===== src/rtl/pulse_sched_pkg.sv =====
// Shared types and helpers for the pulse scheduler.
package pulse_sched_pkg;

  localparam int unsigned DEF_N_REQ = 2;
  localparam int unsigned DEF_LEN_W = 8;
  localparam int unsigned DEF_CNT_W = 4;

  typedef enum logic [1:0] {
    IDLE,
    HIGH,
    LOW
  } state_e;

  // Zero lengths and counts behave as one so a phase is never skipped.
  function automatic int unsigned at_least_one(input int unsigned v);
    return (v == 0) ? 1 : v;
  endfunction

endpackage


===== src/rtl/rr_arbiter.sv =====
// Combinational round-robin arbiter: first set req searching upward from ptr+1, wrapping.
module rr_arbiter
  import pulse_sched_pkg::*;
#(
  parameter int unsigned N     = DEF_N_REQ,
  parameter int unsigned IDX_W = (N > 1) ? $clog2(N) : 1
) (
  input  logic [N-1:0]     req,
  input  logic [IDX_W-1:0] ptr,
  output logic [N-1:0]     win_onehot,
  output logic [IDX_W-1:0] win_idx
);

  logic [N-1:0] rot;
  logic         found;

  always_comb begin
    int unsigned off;
    int unsigned win;
    off   = 0;
    found = 1'b0;
    // Rotate so bit 0 is the requester right after the pointer.
    rot   = N'({req, req} >> (32'(ptr) + 1));
    for (int unsigned j = 0; j < N; j++) begin
      if (!found && rot[j]) begin
        found = 1'b1;
        off   = j;
      end
    end
    win        = (32'(ptr) + 1 + off) % N;
    win_idx    = IDX_W'(win);
    win_onehot = found ? ({{(N-1){1'b0}}, 1'b1} << win) : '0;
  end

endmodule


===== src/rtl/pulse_scheduler.sv =====
// Shared pulse-train engine with round-robin arbitration.
// Build option: PULSE_SCHED_ABORT_EN ends a train early when the owner drops req.
module pulse_scheduler
  import pulse_sched_pkg::*;
#(
  parameter int unsigned N_REQ = DEF_N_REQ,
  parameter int unsigned LEN_W = DEF_LEN_W,
  parameter int unsigned CNT_W = DEF_CNT_W
) (
  input  logic                   clock,
  input  logic                   reset,
  input  logic [N_REQ-1:0]       req,
  input  logic [N_REQ*LEN_W-1:0] high_len,
  input  logic [N_REQ*LEN_W-1:0] low_len,
  input  logic [N_REQ*CNT_W-1:0] count,
  output logic [N_REQ-1:0]       grant,
  output logic                   busy,
  output logic                   done,
  output logic                   signal
);

  localparam int unsigned IDX_W = (N_REQ > 1) ? $clog2(N_REQ) : 1;

  state_e             state_q, state_d;
  logic [N_REQ-1:0]   grant_q, grant_d;
  logic               busy_q, busy_d;
  logic               done_q, done_d;
  logic               signal_q, signal_d;
  logic [IDX_W-1:0]   ptr_q, ptr_d;
  logic [LEN_W-1:0]   phase_q, phase_d;
  logic [CNT_W-1:0]   pulses_q, pulses_d;
  logic [LEN_W-1:0]   lat_high_q, lat_high_d;
  logic [LEN_W-1:0]   lat_low_q, lat_low_d;

  logic [N_REQ-1:0]   win_onehot;
  logic [IDX_W-1:0]   win_idx;
  logic [LEN_W-1:0]   high_sel, low_sel;
  logic [CNT_W-1:0]   count_sel;

  rr_arbiter #(
    .N     (N_REQ),
    .IDX_W (IDX_W)
  ) u_arb (
    .req        (req),
    .ptr        (ptr_q),
    .win_onehot (win_onehot),
    .win_idx    (win_idx)
  );

  assign high_sel  = LEN_W'(high_len >> (win_idx * LEN_W));
  assign low_sel   = LEN_W'(low_len  >> (win_idx * LEN_W));
  assign count_sel = CNT_W'(count    >> (win_idx * CNT_W));

  always_comb begin
    state_d    = state_q;
    grant_d    = grant_q;
    busy_d     = busy_q;
    done_d     = 1'b0;
    signal_d   = signal_q;
    ptr_d      = ptr_q;
    phase_d    = phase_q;
    pulses_d   = pulses_q;
    lat_high_d = lat_high_q;
    lat_low_d  = lat_low_q;
    case (state_q)
      IDLE: begin
        if (|req) begin
          // Lengths are stored minus one so the phase counter ends at zero.
          lat_high_d = LEN_W'(at_least_one(32'(high_sel)) - 1);
          lat_low_d  = LEN_W'(at_least_one(32'(low_sel)) - 1);
          pulses_d   = CNT_W'(at_least_one(32'(count_sel)));
          phase_d    = LEN_W'(at_least_one(32'(high_sel)) - 1);
          grant_d    = win_onehot;
          ptr_d      = win_idx;
          busy_d     = 1'b1;
          signal_d   = 1'b1;
          state_d    = HIGH;
        end
      end
      HIGH: begin
        if (phase_q == '0) begin
          state_d  = LOW;
          signal_d = 1'b0;
          phase_d  = lat_low_q;
        end else begin
          phase_d = phase_q - LEN_W'(1);
        end
      end
      LOW: begin
        if (phase_q == '0) begin
          if (pulses_q == CNT_W'(1)) begin
            state_d  = IDLE;
            grant_d  = '0;
            busy_d   = 1'b0;
            done_d   = 1'b1;
            pulses_d = '0;
          end else begin
            pulses_d = pulses_q - CNT_W'(1);
            state_d  = HIGH;
            signal_d = 1'b1;
            phase_d  = lat_high_q;
          end
        end else begin
          phase_d = phase_q - LEN_W'(1);
        end
      end
      default: state_d = IDLE;
    endcase
`ifdef PULSE_SCHED_ABORT_EN
    if ((state_q != IDLE) && ((req & grant_q) == '0)) begin
      state_d  = IDLE;
      grant_d  = '0;
      busy_d   = 1'b0;
      signal_d = 1'b0;
      done_d   = 1'b0;
    end
`endif
  end

  always_ff @(posedge clock) begin
    if (reset) begin
      state_q    <= IDLE;
      grant_q    <= '0;
      busy_q     <= 1'b0;
      done_q     <= 1'b0;
      signal_q   <= 1'b0;
      ptr_q      <= IDX_W'(N_REQ - 1);
      phase_q    <= '0;
      pulses_q   <= '0;
      lat_high_q <= '0;
      lat_low_q  <= '0;
    end else begin
      state_q    <= state_d;
      grant_q    <= grant_d;
      busy_q     <= busy_d;
      done_q     <= done_d;
      signal_q   <= signal_d;
      ptr_q      <= ptr_d;
      phase_q    <= phase_d;
      pulses_q   <= pulses_d;
      lat_high_q <= lat_high_d;
      lat_low_q  <= lat_low_d;
    end
  end

  assign grant  = grant_q;
  assign busy   = busy_q;
  assign done   = done_q;
  assign signal = signal_q;

endmodule


===== config.mk =====
export PLATFORM = sky130hd
export DESIGN_NAME = pulse_scheduler
export DESIGN_NICKNAME = d
export VERILOG_FILES = /design/src/rtl/pulse_sched_pkg.sv /design/src/rtl/rr_arbiter.sv /design/src/rtl/pulse_scheduler.sv
export SDC_FILE = /design/constraint.sdc
export NUM_CORES = 1
export LEC_CHECK = 0
export CAP_MARGIN = 20
export CORE_ASPECT_RATIO = 1.4
export CORE_MARGIN = 3
export CORE_UTILIZATION = 45
export CTS_BUF_LIST = sky130_fd_sc_hd__clkbuf_8
export DETAILED_ROUTE_END_ITERATION = 16
export GPL_TIMING_DRIVEN = 0
export PLACE_DENSITY_LB_ADDON = 0.05
export SLEW_MARGIN = 25
export SYNTH_ARGS = -nofsm -noshare
export SYNTH_HDL_FRONTEND = slang
export SYNTH_SLANG_ARGS = --single-unit

===== constraint.sdc =====
create_clock -name clock -period 4.07 [get_ports clock]
set_input_delay 0.814 -clock clock [delete_from_list [all_inputs] [get_ports clock]]
set_output_delay 0.814 -clock clock [all_outputs]
set_load 0.01 [all_outputs]

==> results.txt <==
Outcome: completed
Clk_lat worst skew: 0.29 ns
Maximum vdd ir drop: 287 uV
Top post-synthesis cells by count: dfxtp_1 (36), nor2_1 (35), o21ai_0 (32), nand2_1 (31), a21oi_1 (20)
Hold Path Cell Cnt: 2
Relative slew slack: 52.9%
DIE AREA: 6940 um2
Post-synth EDFFs: 0
Drt first pass iters: 4
Synth top area share: 26.8%
Routed WL: 7920 um
CTS Sinks: 36
CTS root buf: clkbuf_8
Avg Cell Area, Syn: 7.72 um2
Vias in the first global route: 2,736
First-pass GRT wire length: 13,000 um
FMAX: 266 MHz
TNS Setup: 0 ns
Syn Inst Count: 348
All-Layer GR Usage: 23.1%
Yosys reg bits: 36
Initial DRC count: 167
Required @ worst endpoint: 4.24 ns
Diode count: 0
Max-slew violation count: 0
CP Class: primary input to flip-flop
Vias per inst: 5.94
Fin nets: 456
Unrepaired setup endpoints after global routing: no
Antenna violations before repair: 0
CORE AREA: 5650 um2
Initial Util: 47.6%
CTS buffer count: 5
Detailed-route DRC error count: 0
Primary FF master, synth: dfxtp_1
Yosys top cell by area: dfxtp_1
Post-CTS Setup Bufs: 0
# IOs: 49
Cts hold-fix bufs: 0
Num rows: 32
Post-Place Cells: 464
Die W: 71.3 um
H-tree levels: 2
Area Overhead vs Synth: 24.6%
Power, Total: 0.00184 W
Final Non-Filler Cells: 472
Final core utilization: 59.3%
Worst Clk Skew: 0.00629 ns
Crit end category: flip-flop
Layout cells sized above 1: 7.67%
Largest cells by area after synthesis: dfxtp_1 (27%), mux2i_1 (6.0%), o21ai_0 (6.0%)
Critical Path AT: 3.93 ns
Final setup fails: 0
Crit-path max FO: 10
Power per cell area: 551 nW/um2
Cell area after layout: 3350 um2
Ys async rst share: 0%
Input/output buffers: 48
Max Cap Violations: 0
Post-DP Area: 3250 um2
Worst-case reg-to-reg path depth: 11
Post-route minimum period: 3.75 ns
Hold Fails Final Rpt: 0
Routed WL per cell: 16.8 um
Yosys warnings: 0
Post-Synthesis Cell Area: 2690 um2
Largest net degree at the start of global routing: 13
Syn nets: 401
CTS tree: built
Vias: 2,806
Die span in y: 97.4 um
LEAKAGE: 1.28 nW
Hpwl dp: 6220 um
Gr ovfl total: 0
Hold Path Class: flip-flop to flip-flop
Period utilization: 92.2%
Seq/Total Area, Yosys: 26.8%
Routability cong.: 0.877
CTS Buffer Depth: 2
Synth cell types: 58
Startpoint types: primary input
Remaining antenna violation count after routing: 0
Clk slew on worst S/H paths: 0.08 ns
Most numerous cell in the Yosys netlist: dfxtp_1
Worst-Margin Slew: 0.699 ns
## placed cells by master (no fill, tap or decap), drive strengths merged, types with 3 or more instances in the layout
cell	n
a21boi	3
o31ai	3
nand2b	8
a21o	4
a21oi	21
a311oi	4
a211oi	13
o211ai	3
or2	4
mux2i	16
inv	14
or3	3
clkinv	3
o311ai	3
nor3b	3
nor4	7
clkbuf	19
ha	9
o21ai	32
nor2	35
buf	6
xnor2	4
dfxtp	36
o31a	3
mux2	8
clkdlybuf4s50	48
nand3b	5
nor2b	4
nor4b	3
a211o	4
nor3	15
nand3	4
a31oi	5
nand2	31
o21a	4
## kinds of logic (layout without fill, tap and decap cells)
kind of cell	Yosys count	after routing	synth area share, %
xor gates and xnor gates	6	6	1.96
and+or+nand+nor	127	127	24.5
adders and majority gates	9	9	4.19
AOI/OAI and AO/OA	112	112	27.5
muxes	24	24	9.46
DFF	36	36	26.8
buffers and inverters	34	90	5.55
## power breakdown
part | total [W] | internal [W] | switching (W) | leakage (nW)
combinational | 0.00104 | 0.000428 | 0.000610 | 0.929
sequential | 0.000544 | 0.000464 | 0.0000794 | 0.298
clock | 0.000261 | 0.000119 | 0.000141 | 0.0479
total | 0.00184 | 0.00101 | 0.000831 | 1.28
## sequential cells by signal, summed over array words and instances (netlist names)
register / count
grant: 2
signal: 1
lat_low_q: 8
phase_q: 8
done: 1
busy: 1
state_q: 2
pulses_q: 4
ptr_q: 1
lat_high_q: 8
## layout make-up
type / count / area (um2)
clock inverters: 3 / 18.8
multi-input cells: 278 / 1820
plain buffers: 20 / 96.3
flip-flops and latches: 36 / 721
fillers: 543 / 2300
clock buffers: 5 / 68.8
inverters: 14 / 52.6
well taps: 68 / 85.1
repair buffers: 48 / 480
## through the flow
step	worst slack [ns]	hold WS, ns
after global routing	0.123	0.479
after detailed placement	-0.0803	0.444
after global placement	-0.0376	0.442
after CTS	0.224	0.458
after floorplan	0.964	0.429
final	0.316	0.458
## critical path, stage by stage
cell	delay [ns]
clkdlybuf4s50_1	0.59
nor2b_2	0.34
a21o_1	0.12
buf_4	0.19
buf_2	0.29
mux2i_1	0.27
ha_1	0.21
inv_1	0.10
or3_1	0.34
o31a_1	0.25
nor3_1	0.30
o31ai_1	0.11
## timing repair
action / in CTS / in global routing
endpoints found under the hold margin: 0 / 0
gates resized for setup: 0 / 1
endpoints found under the setup margin: 0 / 1
## per-layer routing
| metal | global-route usage, % | routed length (um) |
|---|---|---|
| met4 | 7.96 | 252 |
| met1 | 26.8 | 3150 |
| met2 | 42.4 | 4150 |
| met3 | 3.00 | 355 |
| met5 | 0 | 0 |
## final timing paths
| path | from | end | slack (ns) |
|---|---|---|---|
| worst max-delay path | req[0] | lat_low_q[6] | 0.32 |
| worst min-delay path | lat_low_q[4] | lat_low_q[4] | 0.46 |
| worst max register to register | ptr_q | lat_low_q[6] | 1.07 |
| worst min register to register | lat_low_q[4] | lat_low_q[4] | 0.46 |
Note: power is estimated with default switching activity, not from simulation.
